<file path="src/rtl/reset_sequencer.sv">
// ----------------------------------------------------------------------------
// reset_sequencer
//
// Purpose:
//    Generates a set of active-high reset outputs that are released one at a
//    time, in index order, once the clock source reports a stable lock.
//    The sequence restarts on a software reset request or when lock is lost.
//
// Parameters:
//    NUM_OUTS     number of sequenced reset outputs (1..16)
//    SYNC_STAGES  synchronizer depth for lock_a (>= 2)
//    LOCK_FILTER  consecutive synchronized lock cycles needed before release
//    STEP_DELAY   clocks between successive output releases
//    HOLD_CYCLES  minimum time all outputs stay asserted after an abort
//
// Ports:
//    clk      block clock, all logic on its rising edge
//    rst      asynchronous active-high reset
//    lock_a   asynchronous PLL/MMCM lock status
//    sw_rst   clk-synchronous software reset request (level or pulse)
//    rst_out  active-high resets, bit 0 released first
//    ready    high once every rst_out bit is released
//    state    current FSM state code (HOLD=0, WAIT_LOCK=1, RELEASE=2, RUN=3)
// ----------------------------------------------------------------------------
module reset_sequencer #(
   parameter int NUM_OUTS    = 4,
   parameter int SYNC_STAGES = 2,
   parameter int LOCK_FILTER = 16,
   parameter int STEP_DELAY  = 8,
   parameter int HOLD_CYCLES = 8
) (
   input  logic                clk,
   input  logic                rst,
   input  logic                lock_a,
   input  logic                sw_rst,
   output logic [NUM_OUTS-1:0] rst_out,
   output logic                ready,
   output logic [1:0]          state
);

   // Counter is sized for the largest terminal count so it can never wrap
   // inside any state.
   localparam int MAX_HL  = (HOLD_CYCLES > LOCK_FILTER) ? HOLD_CYCLES : LOCK_FILTER;
   localparam int MAX_ALL = (MAX_HL > STEP_DELAY) ? MAX_HL : STEP_DELAY;
   localparam int CNT_W   = $clog2(MAX_ALL) + 1;
   localparam int IDX_W   = (NUM_OUTS > 1) ? $clog2(NUM_OUTS) : 1;

   localparam logic [CNT_W-1:0] HOLD_LAST = CNT_W'(HOLD_CYCLES - 1);
   localparam logic [CNT_W-1:0] LOCK_LAST = CNT_W'(LOCK_FILTER - 1);
   localparam logic [CNT_W-1:0] STEP_LAST = CNT_W'(STEP_DELAY - 1);
   localparam logic [IDX_W-1:0] IDX_LAST  = IDX_W'(NUM_OUTS - 1);

   typedef enum logic [1:0] {
      HOLD      = 2'd0,
      WAIT_LOCK = 2'd1,
      RELEASE   = 2'd2,
      RUN       = 2'd3
   } state_t;

   // ------------------------------------------------------------------------
   // Lock synchronizer
   // ------------------------------------------------------------------------
   (* ASYNC_REG = "TRUE" *) logic [SYNC_STAGES-1:0] sync_reg;
   logic lock_s;

   always_ff @(posedge clk or posedge rst) begin
      if (rst) begin
         sync_reg[0] <= 1'b0;
      end else begin
         sync_reg[0] <= lock_a;
      end
   end

   generate
      for (genvar gi = 1; gi < SYNC_STAGES; gi++) begin : g_sync
         always_ff @(posedge clk or posedge rst) begin
            if (rst) begin
               sync_reg[gi] <= 1'b0;
            end else begin
               sync_reg[gi] <= sync_reg[gi-1];
            end
         end
      end
   endgenerate

   assign lock_s = sync_reg[SYNC_STAGES-1];

   // ------------------------------------------------------------------------
   // Sequencer state
   // ------------------------------------------------------------------------
   state_t              state_reg,   state_next;
   logic [CNT_W-1:0]    cnt_reg,     cnt_next;
   logic [IDX_W-1:0]    idx_reg,     idx_next;
   logic [NUM_OUTS-1:0] rst_out_reg, rst_out_next;
   logic                ready_reg,   ready_next;

   // One-hot mask of the output currently being released. Clearing through
   // this mask (AND-NOT) keeps already released bits low and can only ever
   // drop the bit at idx, so release order is strictly by index.
   logic [NUM_OUTS-1:0] step_mask;

   generate
      for (genvar gi = 0; gi < NUM_OUTS; gi++) begin : g_mask
         assign step_mask[gi] = (idx_reg == IDX_W'(gi));
      end
   endgenerate

   always_ff @(posedge clk or posedge rst) begin
      if (rst) begin
         state_reg   <= HOLD;
         cnt_reg     <= '0;
         idx_reg     <= '0;
         rst_out_reg <= '1;
         ready_reg   <= 1'b0;
      end else begin
         state_reg   <= state_next;
         cnt_reg     <= cnt_next;
         idx_reg     <= idx_next;
         rst_out_reg <= rst_out_next;
         ready_reg   <= ready_next;
      end
   end

   always_comb begin
      state_next   = state_reg;
      cnt_next     = cnt_reg;
      idx_next     = idx_reg;
      rst_out_next = rst_out_reg;
      ready_next   = ready_reg;

      if (sw_rst) begin
         // Software abort wins over everything, including a release or a
         // lock loss on the same edge. Held high, it keeps cnt at zero so
         // the hold time is counted from its deassertion.
         state_next   = HOLD;
         cnt_next     = '0;
         idx_next     = '0;
         rst_out_next = '1;
         ready_next   = 1'b0;
      end else begin
         case (state_reg)
            HOLD: begin
               rst_out_next = '1;
               ready_next   = 1'b0;
               if (cnt_reg == HOLD_LAST) begin
                  state_next = WAIT_LOCK;
                  cnt_next   = '0;
               end else begin
                  cnt_next = cnt_reg + CNT_W'(1);
               end
            end

            WAIT_LOCK: begin
               rst_out_next = '1;
               ready_next   = 1'b0;
               if (!lock_s) begin
                  cnt_next = '0;
               end else if (cnt_reg == LOCK_LAST) begin
                  state_next = RELEASE;
                  cnt_next   = '0;
                  idx_next   = '0;
               end else begin
                  cnt_next = cnt_reg + CNT_W'(1);
               end
            end

            RELEASE: begin
               if (!lock_s) begin
                  state_next   = WAIT_LOCK;
                  cnt_next     = '0;
                  idx_next     = '0;
                  rst_out_next = '1;
                  ready_next   = 1'b0;
               end else if (cnt_reg == STEP_LAST) begin
                  rst_out_next = rst_out_reg & ~step_mask;
                  cnt_next     = '0;
                  if (idx_reg == IDX_LAST) begin
                     state_next = RUN;
                     ready_next = 1'b1;
                  end else begin
                     idx_next = idx_reg + IDX_W'(1);
                  end
               end else begin
                  cnt_next = cnt_reg + CNT_W'(1);
               end
            end

            RUN: begin
               if (!lock_s) begin
                  state_next   = WAIT_LOCK;
                  cnt_next     = '0;
                  idx_next     = '0;
                  rst_out_next = '1;
                  ready_next   = 1'b0;
               end else begin
                  rst_out_next = '0;
                  ready_next   = 1'b1;
               end
            end
         endcase
      end
   end

   assign rst_out = rst_out_reg;
   assign ready   = ready_reg;
   assign state   = state_reg;

endmodule

</file>
<file path="config.mk">
export PLATFORM = sky130hd
export DESIGN_NAME = reset_sequencer
export DESIGN_NICKNAME = d
export VERILOG_FILES = /design/src/rtl/reset_sequencer.sv
export SDC_FILE = /design/constraint.sdc
export NUM_CORES = 1
export LEC_CHECK = 0
export BUFFER_PORTS_ARGS = -buffer_cell sky130_fd_sc_hd__buf_2
export CORE_AREA = 8 8 51 53
export CTS_CLUSTER_SIZE = 40
export DETAILED_ROUTE_END_ITERATION = 10
export DIE_AREA = 0 0 59 61
export PLACE_DENSITY = 0.78
export SLEW_MARGIN = 30
export SYNTH_ARGS = -nofsm -noshare
export SYNTH_HDL_FRONTEND = slang
export SYNTH_SLANG_ARGS = --single-unit
</file>
<file path="constraint.sdc">
create_clock -name clk -period 3.05 [get_ports clk]
set_clock_uncertainty 0.15 [all_clocks]
set_input_delay 0 -clock clk [delete_from_list [all_inputs] [get_ports clk]]
set_output_delay 0 -clock clk [all_outputs]
set_load 0.02 [all_outputs]
</file>
## Word-level counts from Yosys, hierarchy flattened

Cells that the tools add are included.

| cells by class | value |
|---|---|
| multipliers | 0 |
| mux-type cells | 35 |
| div/mod/pow operators | 0 |
| reduce and logical (&&, ||, !) cells | 7 |
| bitwise operators | 2 |
| shift-type cells | 0 |
| magnitude comparators | 0 |
| equal/unequal tests | 15 |
| add/subtract/negate cells | 2 |

Operators by type and width:

| operator | count |
|---|---|
| $mux 2 | 15 |
| $mux 5 | 6 |
| $pmux 5 s4 | 1 |
| $mux 4 | 4 |
| $ne 3x3->1 const B | 4 |
| $ne 4x4->1 const B | 3 |
| $pmux 4 s3 | 1 |
| $reduce_and 6->1 | 2 |
| $eq 2x2->1 const B | 4 |
| $pmux 2 s4 | 1 |
| $pmux 2 s3 | 1 |
| $add 5x1->5 const B | 1 |
| $eq 5x3->1 const B | 1 |
| $eq 5x4->1 const B | 1 |
| $mux 1 | 5 |
| $and 4x4->4 | 1 |
| $eq 2x1->1 const B | 2 |
| $logic_not 2->1 | 2 |
| $not 4->4 | 1 |
| $reduce_bool 4->1 | 1 |
| $pmux 1 s3 | 1 |
| $add 2x1->2 const B | 1 |
| $reduce_and 2->1 | 1 |
| $reduce_or 2->1 | 1 |

| word-level totals | value |
|---|---|
| memories | 0 |
| output and inout port bits | 7 |
| register bits after elaboration | 16 |
| latch bits | 0 |
| ROM bits | 0 |
| memory bits (writable) | 0 |

## Longest topological paths before layout

Gate-level depths: netlist of run 1.

| logic depth | value |
|---|---|
| word-level depth | 7 |
| mapped depth | 8 |
| depth with buffers taken out | 8 |

## Least setup slack after synthesis of run 1

OpenSTA, ideal clock, no wires.

| timing | value |
|---|---|
| path kind | reg-to-reg |
| start point | register state_reg[0], in the netlist state[0] |
| end point | register state_reg[0], in the netlist state[0] |
| arrival time | 1.813 ns |
| cell stages (with the launch flop) | 7 |
| period minus slack after synthesis | 2.088 ns |
| library setup time | 0.125 ns |
| path slack | 0.962 ns |
| path through | dfrtp_1 -> ha_1 -> and3b_1 -> buf_6 -> a21o_1 -> a311o_1 -> mux2_4 |

| between the ends | value |
|---|---|
| cells in the longest elaborated chain, start to end | 3 |
| elaborated cells on any way between the ends | 13 |

Ends and longest elaborated chain:

| element | RTL line | source |
|---|---|---|
| start, declared | 91 | `state_t state_reg, state_next;` |
| start signal, assigned | 116 | `state_reg <= state_next;` |
| $eq 2x2->1, or another cell as far along | 141 | `case (state_reg)` |
| $ne 4x4->1 (no source line), or another cell as far along | n/a |  |
| $reduce_and 6->1 (no source line) / $mux 2 (equally long branches) | n/a |  |

Parallel ways exist; a longest one is shown, timed or not.
A chain may end at the register's enable or synchronous reset.

## Final worst setup path of run 1

| timing | value |
|---|---|
| start point | register cnt_reg[0] |
| end point | register state_reg[0], in the netlist state[0] |

| between the ends | value |
|---|---|
| cells in the longest elaborated chain, start to end | 3 |
| elaborated cells on any way between the ends | 6 |

Ends and longest elaborated chain:

| element | RTL line | source |
|---|---|---|
| start, declared | 92 | `logic [CNT_W-1:0] cnt_reg, cnt_next;` |
| start signal, assigned | 117 | `cnt_reg <= cnt_next;` |
| $eq 5x3->1 / $eq 5x4->1 (equally long branches) | 145, 174, 158 |  |
| $ne 4x4->1 (no source line) / $ne 3x3->1 (equally long branches) | n/a |  |
| $reduce_and 6->1 (no source line) * | n/a |  |

Mark *: on every way between the ends. The rest lies on a longest branch, timed or not.

==> results of run 1 <==
-- cell families (layout without fill, tap and decap cells) --
| kind of cell | Yosys count | count (layout) | share of synthesized area, % |
|---|---|---|---|
| AOI/OAI and AO/OA | 27 | 27 | 16.9 |
| adders and majority gates | 12 | 12 | 14.6 |
| buffers and inverters | 14 | 28 | 5.96 |
| DFF | 16 | 16 | 39.4 |
| muxes | 2 | 2 | 2.43 |
| and+or+nand+nor | 38 | 38 | 20.7 |
-- per-layer routing --
| layer | track usage (%) | wire [um] | vias to the layer above |
|---|---|---|---|
| li1 | - | - | 406 |
| met1 | 14.6 | 941 | 390 |
| met2 | 22.4 | 973 | 20 |
| met3 | 2.97 | 81 | 0 |
| met4 | 1.02 | 0 | 0 |
| met5 | 0 | 0 | - |
-- through the flow --
stage	total power [mW]	cells	instance area [um^2]
6_report	0.674	150	1150
3_3_place_gp	0.544	143	1090
4_1_cts	0.678	150	1150
5_1_grt	0.722	150	1150
3_5_place_dp	0.559	143	1090
2_1_floorplan	0.490	109	1030
-- critical path, cell delays in order, from the launching register on --
cell     delay, ns
dfrtp_1       0.40
ha_1          0.24
nand3_1       0.13
inv_1         0.10
ha_1          0.21
nand2_1       0.07
a21o_1        0.16
a311o_1       0.36
mux2_4        0.31
-- worst max-delay path by stage --
stage | cells after the start | end | start
finish | 8 | state[0] | cnt_reg[0]
global route | 8 | state[0] | cnt_reg[0]
CTS | 8 | state[0] | cnt_reg[0]
detailed placement | 8 | state[0] | cnt_reg[0]
global placement | 8 | state[0] | cnt_reg[0]
floorplan | 6 | state[0] | state[0]
-- power by group --
part           internal [mW]  switching [mW]
combinational          0.122           0.158
clock                 0.0506          0.0635
sequential             0.250          0.0306
total                  0.422           0.252
-- layout make-up --
type / count / area [um^2] / area share [%]
clock buffers: 4 / 26.3 / 2.29
well taps: 27 / 33.8 / 2.94
repair buffers: 13 / 80.1 / 6.97
flip-flops and latches: 16 / 405 / 35.3
multi-input cells: 79 / 562 / 48.9
inverters: 11 / 41.3 / 3.59
-- synth_stat cells, drive strengths merged, types with 3 or more instances --
cell type,number
dfrtp,12
ha,12
inv,11
nand2,11
o21ai,9
a21oi,6
nor2b,6
dfstp,4
nand3b,4
nor2,4
nand2b,3
nand3,3
==> results by group, run 1 <==
Synth
  • EDFF count, synth: 0
  • Post-Syn Area per Cell: 9.44 um^2
  • Synthesized net count: 125
  • Asr flop ratio synth: 100%
  • Mapped Area: 1030 um^2
  • Synth area leader: dfrtp_1
  • Synth top area share: 29.2%
  • Cell variety after synth: 31
  • Syn. warnings: 0
  • Primary FF master, synth: dfrtp_1
  • Cells after synthesis: 109
  • Yosys reg bits: 16
  • Sequential area share after synthesis: 39.4%
  • Synth area leaders: dfrtp_1 29%, ha_1 15%, dfstp_2 10%, o21ai_0 4.4%, inv_1 4.0%

Route
  • Post-route ant nets: 0
  • TritonRoute pass-1 iters: 4
  • Avg Vias per Cell: 5.44
  • Routed WL: 2000 um
  • DR DRC count: 0
  • Via count: 816
  • Wire per inst: 13.3 um
  • Starting DRC count in detailed routing: 33

Placed design
  • Post-Place Worst Slack: 0.889 ns
  • GPL Wtd Cong: 0.881
  • Final HPWL DP: 1510 um
  • Buffers on Ports: 10

Setup path
  • Crit path max fanout: 5
  • R2R Path End: state[0]
  • Required time of the critical path: 3.07 ns
  • WS Path Type: reg2reg
  • CP endpoint kind: flip-flop
  • Reg2Reg Depth: 8
  • R2r setup slk: 0.81 ns
  • Critical Path AT: 2.26 ns
  • Crit path launch type: flip-flop
  • Origin of the critical flop-to-flop path: cnt_reg[0]

Global routing
  • Largest net degree at the start of global routing: 17
  • Vias in the first global route: 800
  • Remaining Overflow, GRT: 0
  • Global-route wire length before repair: 3480 um
  • Gr usage total: 12.2%
  • Initial antenna violation count: 0

Pwr
  • Leak pwr: 0.542 nW
  • Pwr dens: 587 nW/um^2
  • Max VDD drop: 0.000456 V

STA
  • Final setup viols: 0
  • Max-slew violations: 0
  • Period utilization: 73.3%
  • Fmax: 0.447 GHz
  • WHS: 0.175 ns
  • RSZ-0062 raised after global routing: no
  • Crit path time final: 2.24 ns
  • Worst slew pin tran: 0.591 ns
  • Fin. Hold Viols: 0
  • Max-slew headroom: 60.6%
  • Post-route setup TNS: 0 ns
  • Final setup margin: 0.814 ns

Cells and area
  • Nets: 140
  • ANT cells: 0
  • Post-layout util: 62.4%
  • FILL cells: 168
  • Layout cell share with drive strength beyond 1: 15.4%
  • Most frequent cells in the layout: 12 x ha_1, 12 x dfrtp_1, 11 x nand2_1, 11 x inv_1, 10 x buf_2
  • Number of flip-flops in the largest register: 5
  • Synth-to-Final Area Change: 11.7%

Floorplanning
  • Die Height: 61 um
  • Starting Density: 55.8%
  • Ports: 11
  • Num rows: 16
  • Core area: 1840 um^2
  • Die area: 3600 um^2
  • DIE WIDTH: 59 um

CTS
  • Setup Buffers After CTS: 0
  • CTS tree: yes
  • Post-CTS Resized: 0
  • H-tree Lvls: 1
  • Cts bufs inserted: 3
  • TritonCTS Sinks: 16
  • Latest clock arrival within the worst-skew pair: 0.28 ns
  • CTS Buffer Depth: 2
  • Root Driver: clkbuf_4
  • Clock-pin slew on the worst setup and hold paths: 0.10 ns
  • Post-CTS Hold Buffers: 3

Worst hold path
  • Worst Hold Class: in2async

Outcome
  • Outcome: complete, no violations

Flow run
  • Max-cap violations: 0
Note: power is estimated with default switching activity, not from simulation.
==> inputs of run 2 (changes only) <==
Settings changed: CORE_AREA 8 8 51 53 to 8 8 54 56, DIE_AREA 0 0 59 61 to 0 0 62 64, PLACE_DENSITY 0.78 to 0.72.
Clock period 3.05 ns to 1.84 ns, I/O delays scaled along.
==> results by group, run 2 (synthesis gave the netlist of run 1 again) <==
Setup path
  • Worst-path cell chain: ha_4 -> buf_4 -> and4bb_1 -> a21oi_1 -> a311o_1 -> mux2_4
  • CP endpoint kind: flip-flop
  • Crit-path max cell delay: 0.41 ns
  • Origin of the critical flop-to-flop path: cnt_reg[1]
  • WS Path Type: reg2reg
  • Required time of the critical path: 1.89 ns
  • Critical Path AT: 2.01 ns
  • Worst setup path startpoint: cnt_reg[1]
  • Crit path max fanout: 3
  • Crit path launch type: flip-flop
  • Slowest-stage cell, CP: dfrtp_1

Cells and area
  • Number of flip-flops in the largest register: 5
  • ANT cells: 0
  • FILL cells: 160
  • Synth-to-Final Area Change: 34.4%
  • Layout cell share with drive strength beyond 1: 36.6%
  • Most common cell after layout, fill and taps aside: buf_4
  • Nets: 162
  • Most frequent cells in the layout: 22 x buf_4, 11 x nand2_1, 10 x dfrtp_1, 10 x buf_2, 9 x inv_1
  • Design Area, Final: 1380 um^2

Pwr
  • Max VDD drop: 0.000629 V
  • Sequential power share: 36.3%
  • Leak pwr: 0.646 nW
  • Sw power: 0.502 mW
  • P_int: 0.830 mW
  • Clock share of power: 15.4%
  • Pwr dens: 963 nW/um^2
  • Comb power frac: 48.4%
  • Switch share: 37.7%

Placed design
  • GPL Wtd Cong: 0.812
  • Buffers on Ports: 10
  • Placed Instance Area: 1240 um^2
  • Final HPWL DP: 1690 um

Route
  • Via count: 918
  • Post-route ant nets: 0
  • DR DRC count: 0
  • TritonRoute pass-1 iters: 4
  • Wire per inst: 14.0 um
  • Routed WL: 2420 um
  • Starting DRC count in detailed routing: 43
  • Avg Vias per Cell: 5.31

CTS
  • Root Driver: clkbuf_4
  • Clock-pin slew on the worst setup and hold paths: 0.10 ns
  • Latest clock arrival within the worst-skew pair: 0.31 ns
  • Cts bufs inserted: 3
  • CTS Buffer Depth: 2
  • TritonCTS Sinks: 16
  • CTS tree: yes
  • H-tree Lvls: 1

Floorplanning
  • Core area: 2110 um^2
  • Die area: 3970 um^2
  • Die Height: 64 um
  • Num rows: 17
  • Starting Density: 48.8%
  • DIE WIDTH: 62 um
  • Ports: 11

Global routing
  • Largest net degree at the start of global routing: 17
  • Gr usage total: 12.6%
  • Global-route wire length before repair: 3790 um
  • Initial antenna violation count: 0
  • Vias in the first global route: 895
  • Remaining Overflow, GRT: 0

STA
  • Final setup viols: 5
  • Crit path time final: 1.96 ns
  • Fmax: 0.510 GHz
  • Max-slew headroom: 60.7%
  • Max-slew violations: 0
  • Post-route setup TNS: -0.423 ns
  • Fin. Hold Viols: 0
  • Final setup margin: -0.120 ns
  • RSZ-0062 raised after global routing: yes
  • Period utilization: 107%
  • Worst slew pin tran: 0.589 ns

Worst hold path
  • Worst Hold Class: in2async

Outcome
  • Outcome: finished with violations
  • Failing checks: setup timing

Flow run
  • Max-cap violations: 0
## run 2: cell count changes in the layout (fill, tap and decap cells not counted), sizes merged
cell  delta
buf     +22
## run 2: worst max-delay path: cells and delay by family (launching register included)
family	cells	cell delay, ns
AO/OA/AOI/OAI	2	0.45
flip-flops	1	0.41
multiplexers	1	0.31
AND/OR/NAND/NOR	1	0.23
adder cells (fa/ha/maj)	1	0.18
buffers and inverters	1	0.11
## run 2: metal layers
layer / global-route usage, % / part of all wire (%)
met1: 15.1 / 45
met3: 2.40 / 3.8
met4: 8.83 / 2.6
met5: 0 / 0
met2: 19.4 / 48
## run 2: final timing paths
path / end / slack [ns] / cells past startpoint
worst min-delay path: cnt_reg[4] / 0.13 / 3
max in group asynchronous: state[1] / 0.99 / 3
worst min register to register: lock_s / 0.21 / 0
min in group clk: sync_reg[0] / 0.19 / 2
worst max-delay path: state[0] / -0.12 / 6
worst max register to register: state[0] / -0.12 / 6
## run 2: stage by stage
| stage | setup WS (ns) | utilization, % | hold WS (ns) | total power, mW | std cells |
|---|---|---|---|---|---|
| floorplan | -0.142 | - | -0.239 | 0.845 | 109 |
| global placement | -0.108 | 58.7 | -0.0533 | 1.02 | 160 |
| detailed placement | -0.151 | 58.7 | -0.0547 | 1.05 | 160 |
| CTS | -0.0794 | 63.4 | 0.158 | 1.29 | 169 |
| global route | -0.155 | 65.7 | 0.189 | 1.42 | 173 |
| finish | -0.120 | 65.7 | 0.132 | 1.33 | 173 |
## run 2: power groups by stage
stage | Clock (mW) | Sequential, mW | Combinational, mW
2_1_floorplan | 0 | 0.516 | 0.328
4_1_cts | 0.208 | 0.483 | 0.598
3_3_place_gp | 0 | 0.475 | 0.549
3_5_place_dp | 0 | 0.481 | 0.572
6_report | 0.204 | 0.483 | 0.644
5_1_grt | 0.223 | 0.492 | 0.705
## run 2: final cells by class
cell class | count | area, um^2 | area share [%]
clock buffers | 4 | 26.3 | 1.90
well taps | 28 | 35.0 | 2.53
repair buffers | 35 | 245 | 17.7
flip-flops and latches | 16 | 408 | 29.5
multi-input cells | 79 | 627 | 45.3
inverters | 11 | 41.3 | 2.99
## run 2: timing repair
item | 4_1_cts | 5_1_grt
hold buffers | 3 | 0
setup buffers | 2 | 4
resized for setup | 5 | 7
setup endpoints to repair | 4 | 10
pin swaps | 1 | 2
endpoints found under the hold margin | 20 | 0
==> inputs of run 3 (changes only) <==
Settings changed: REMOVE_ABC_BUFFERS set to 1.
==> results by group, run 3 (synthesis gave the netlist of run 1 again) <==
Outcome
  • Outcome: finished with violations
  • Failing checks: setup timing

Floorplanning
  • Starting Density: 48.8%
  • Core area: 2110 um^2
  • DIE WIDTH: 62 um
  • Ports: 11
  • Die Height: 64 um
  • Num rows: 17
  • Die area: 3970 um^2

Worst hold path
  • Worst Hold Class: in2async

Route
  • DR DRC count: 0
  • TritonRoute pass-1 iters: 4
  • Starting DRC count in detailed routing: 19
  • Routed WL: 2270 um
  • Post-route ant nets: 0
  • Wire per inst: 13.5 um
  • Via count: 893
  • Avg Vias per Cell: 5.32

Cells and area
  • FILL cells: 157
  • Most common cell after layout, fill and taps aside: buf_4
  • Post-layout util: 64.1%
  • Layout cell share with drive strength beyond 1: 35.7%
  • Design Area, Final: 1350 um^2
  • Synth-to-Final Area Change: 31.1%
  • Number of flip-flops in the largest register: 5
  • Most frequent cells in the layout: 15 x buf_4, 12 x dfrtp_1, 10 x nand2_1, 10 x buf_2
  • Nets: 157
  • ANT cells: 0

Global routing
  • Remaining Overflow, GRT: 0
  • Largest net degree at the start of global routing: 17
  • Global-route wire length before repair: 3820 um
  • Vias in the first global route: 885
  • Initial antenna violation count: 0
  • Gr usage total: 12.7%

Setup path
  • Critical Path AT: 1.98 ns
  • Crit path launch type: flip-flop
  • Required time of the critical path: 1.88 ns
  • CP endpoint kind: flip-flop
  • WS Path Type: reg2reg
  • Crit path max fanout: 4

CTS
  • Latest clock arrival within the worst-skew pair: 0.29 ns
  • H-tree Lvls: 1
  • CTS Buffer Depth: 2
  • CTS tree: yes
  • Cts bufs inserted: 3
  • TritonCTS Sinks: 16
  • Root Driver: clkbuf_4
  • Clock-pin slew on the worst setup and hold paths: 0.09 ns

STA
  • Worst slew pin tran: 0.589 ns
  • Max-slew headroom: 60.7%
  • Max-slew violations: 0
  • WHS: 0.154 ns
  • Period utilization: 105%
  • Final setup margin: -0.101 ns
  • Fin. Hold Viols: 0
  • RSZ-0062 raised after global routing: yes
  • Final setup viols: 1
  • Crit path time final: 1.94 ns
  • Fmax: 0.515 GHz

Pwr
  • Leak pwr: 0.638 nW
  • Pwr dens: 978 nW/um^2
  • Max VDD drop: 0.000803 V

Placed design
  • GPL Wtd Cong: 0.882
  • Buffers on Ports: 10
  • Final HPWL DP: 1710 um
  • Placed Instance Area: 1210 um^2

Flow run
  • Max-cap violations: 0
[run 3: cell types whose count changed in the layout (fill, tap and decap cells not counted), sizes merged]
cell | before | now
buf | 32 | 27
[run 3: worst max-delay path, cell delays in order, from the launching register on]
cell and delay (ns):
dfrtp_1 0.36, ha_2 0.19, nand3_2 0.09, inv_2 0.08
ha_4 0.15, nand2_2 0.05, a21o_1 0.15, a311o_1 0.31
mux2_4 0.31
[run 3: cell type report]
type                    instances  area (um^2)  share of cell area (%)
multi-input cells              79          616                    45.6
flip-flops and latches         16          405                    30.1
repair buffers                 30          215                    16.0
inverters                      11         41.3                    3.06
clock buffers                   4         36.3                    2.69
well taps                      28         35.0                    2.60
[run 3: power breakdown]
part | switching, mW | total, mW | internal [mW]
registers | 0.0457 | 0.459 | 0.414
clock network | 0.115 | 0.236 | 0.121
logic | 0.310 | 0.624 | 0.315
[run 3: final timing paths]
check	start	endpoint	slack, ns	cells after the start
worst max-delay path	cnt_reg[0]	state[0]	-0.10	8
worst min-delay path	rst	lock_s	0.15	3
worst max register to register	cnt_reg[0]	state[0]	-0.10	8
worst min register to register	sync_reg[0]	lock_s	0.22	0
max in group asynchronous	rst	sync_reg[0]	1.01	3
min in group clk	lock_a	sync_reg[0]	0.19	2
[run 3: repair_timing]
action / 4_1_cts / 5_1_grt
endpoints found under the hold margin: 20 / 0
hold buffers: 3 / 0
endpoints found under the setup margin: 5 / 10
setup buffers: 0 / 1
resized for setup: 6 / 11
pin swaps: 3 / 2
[run 3: metal layers]
layer | GRT usage (%) | vias up | part of all wire, %
met5 | 0 | - | 0
met4 | 7.12 | 0 | 3.1
met3 | 2.60 | 7 | 5.1
met2 | 19.9 | 30 | 48
met1 | 15.3 | 412 | 43
li1 | - | 444 | -
[run 3: per-stage QoR]
stage	setup TNS [ns]	std cells	setup slack [ns]	power, mW
floorplan	-0.384	106	-0.223	0.809
global placement	-0.266	160	-0.155	0.999
detailed placement	-0.471	160	-0.213	1.04
CTS	-0.0840	167	-0.0840	1.29
global route	-0.424	168	-0.170	1.41
finish	-0.101	168	-0.101	1.32
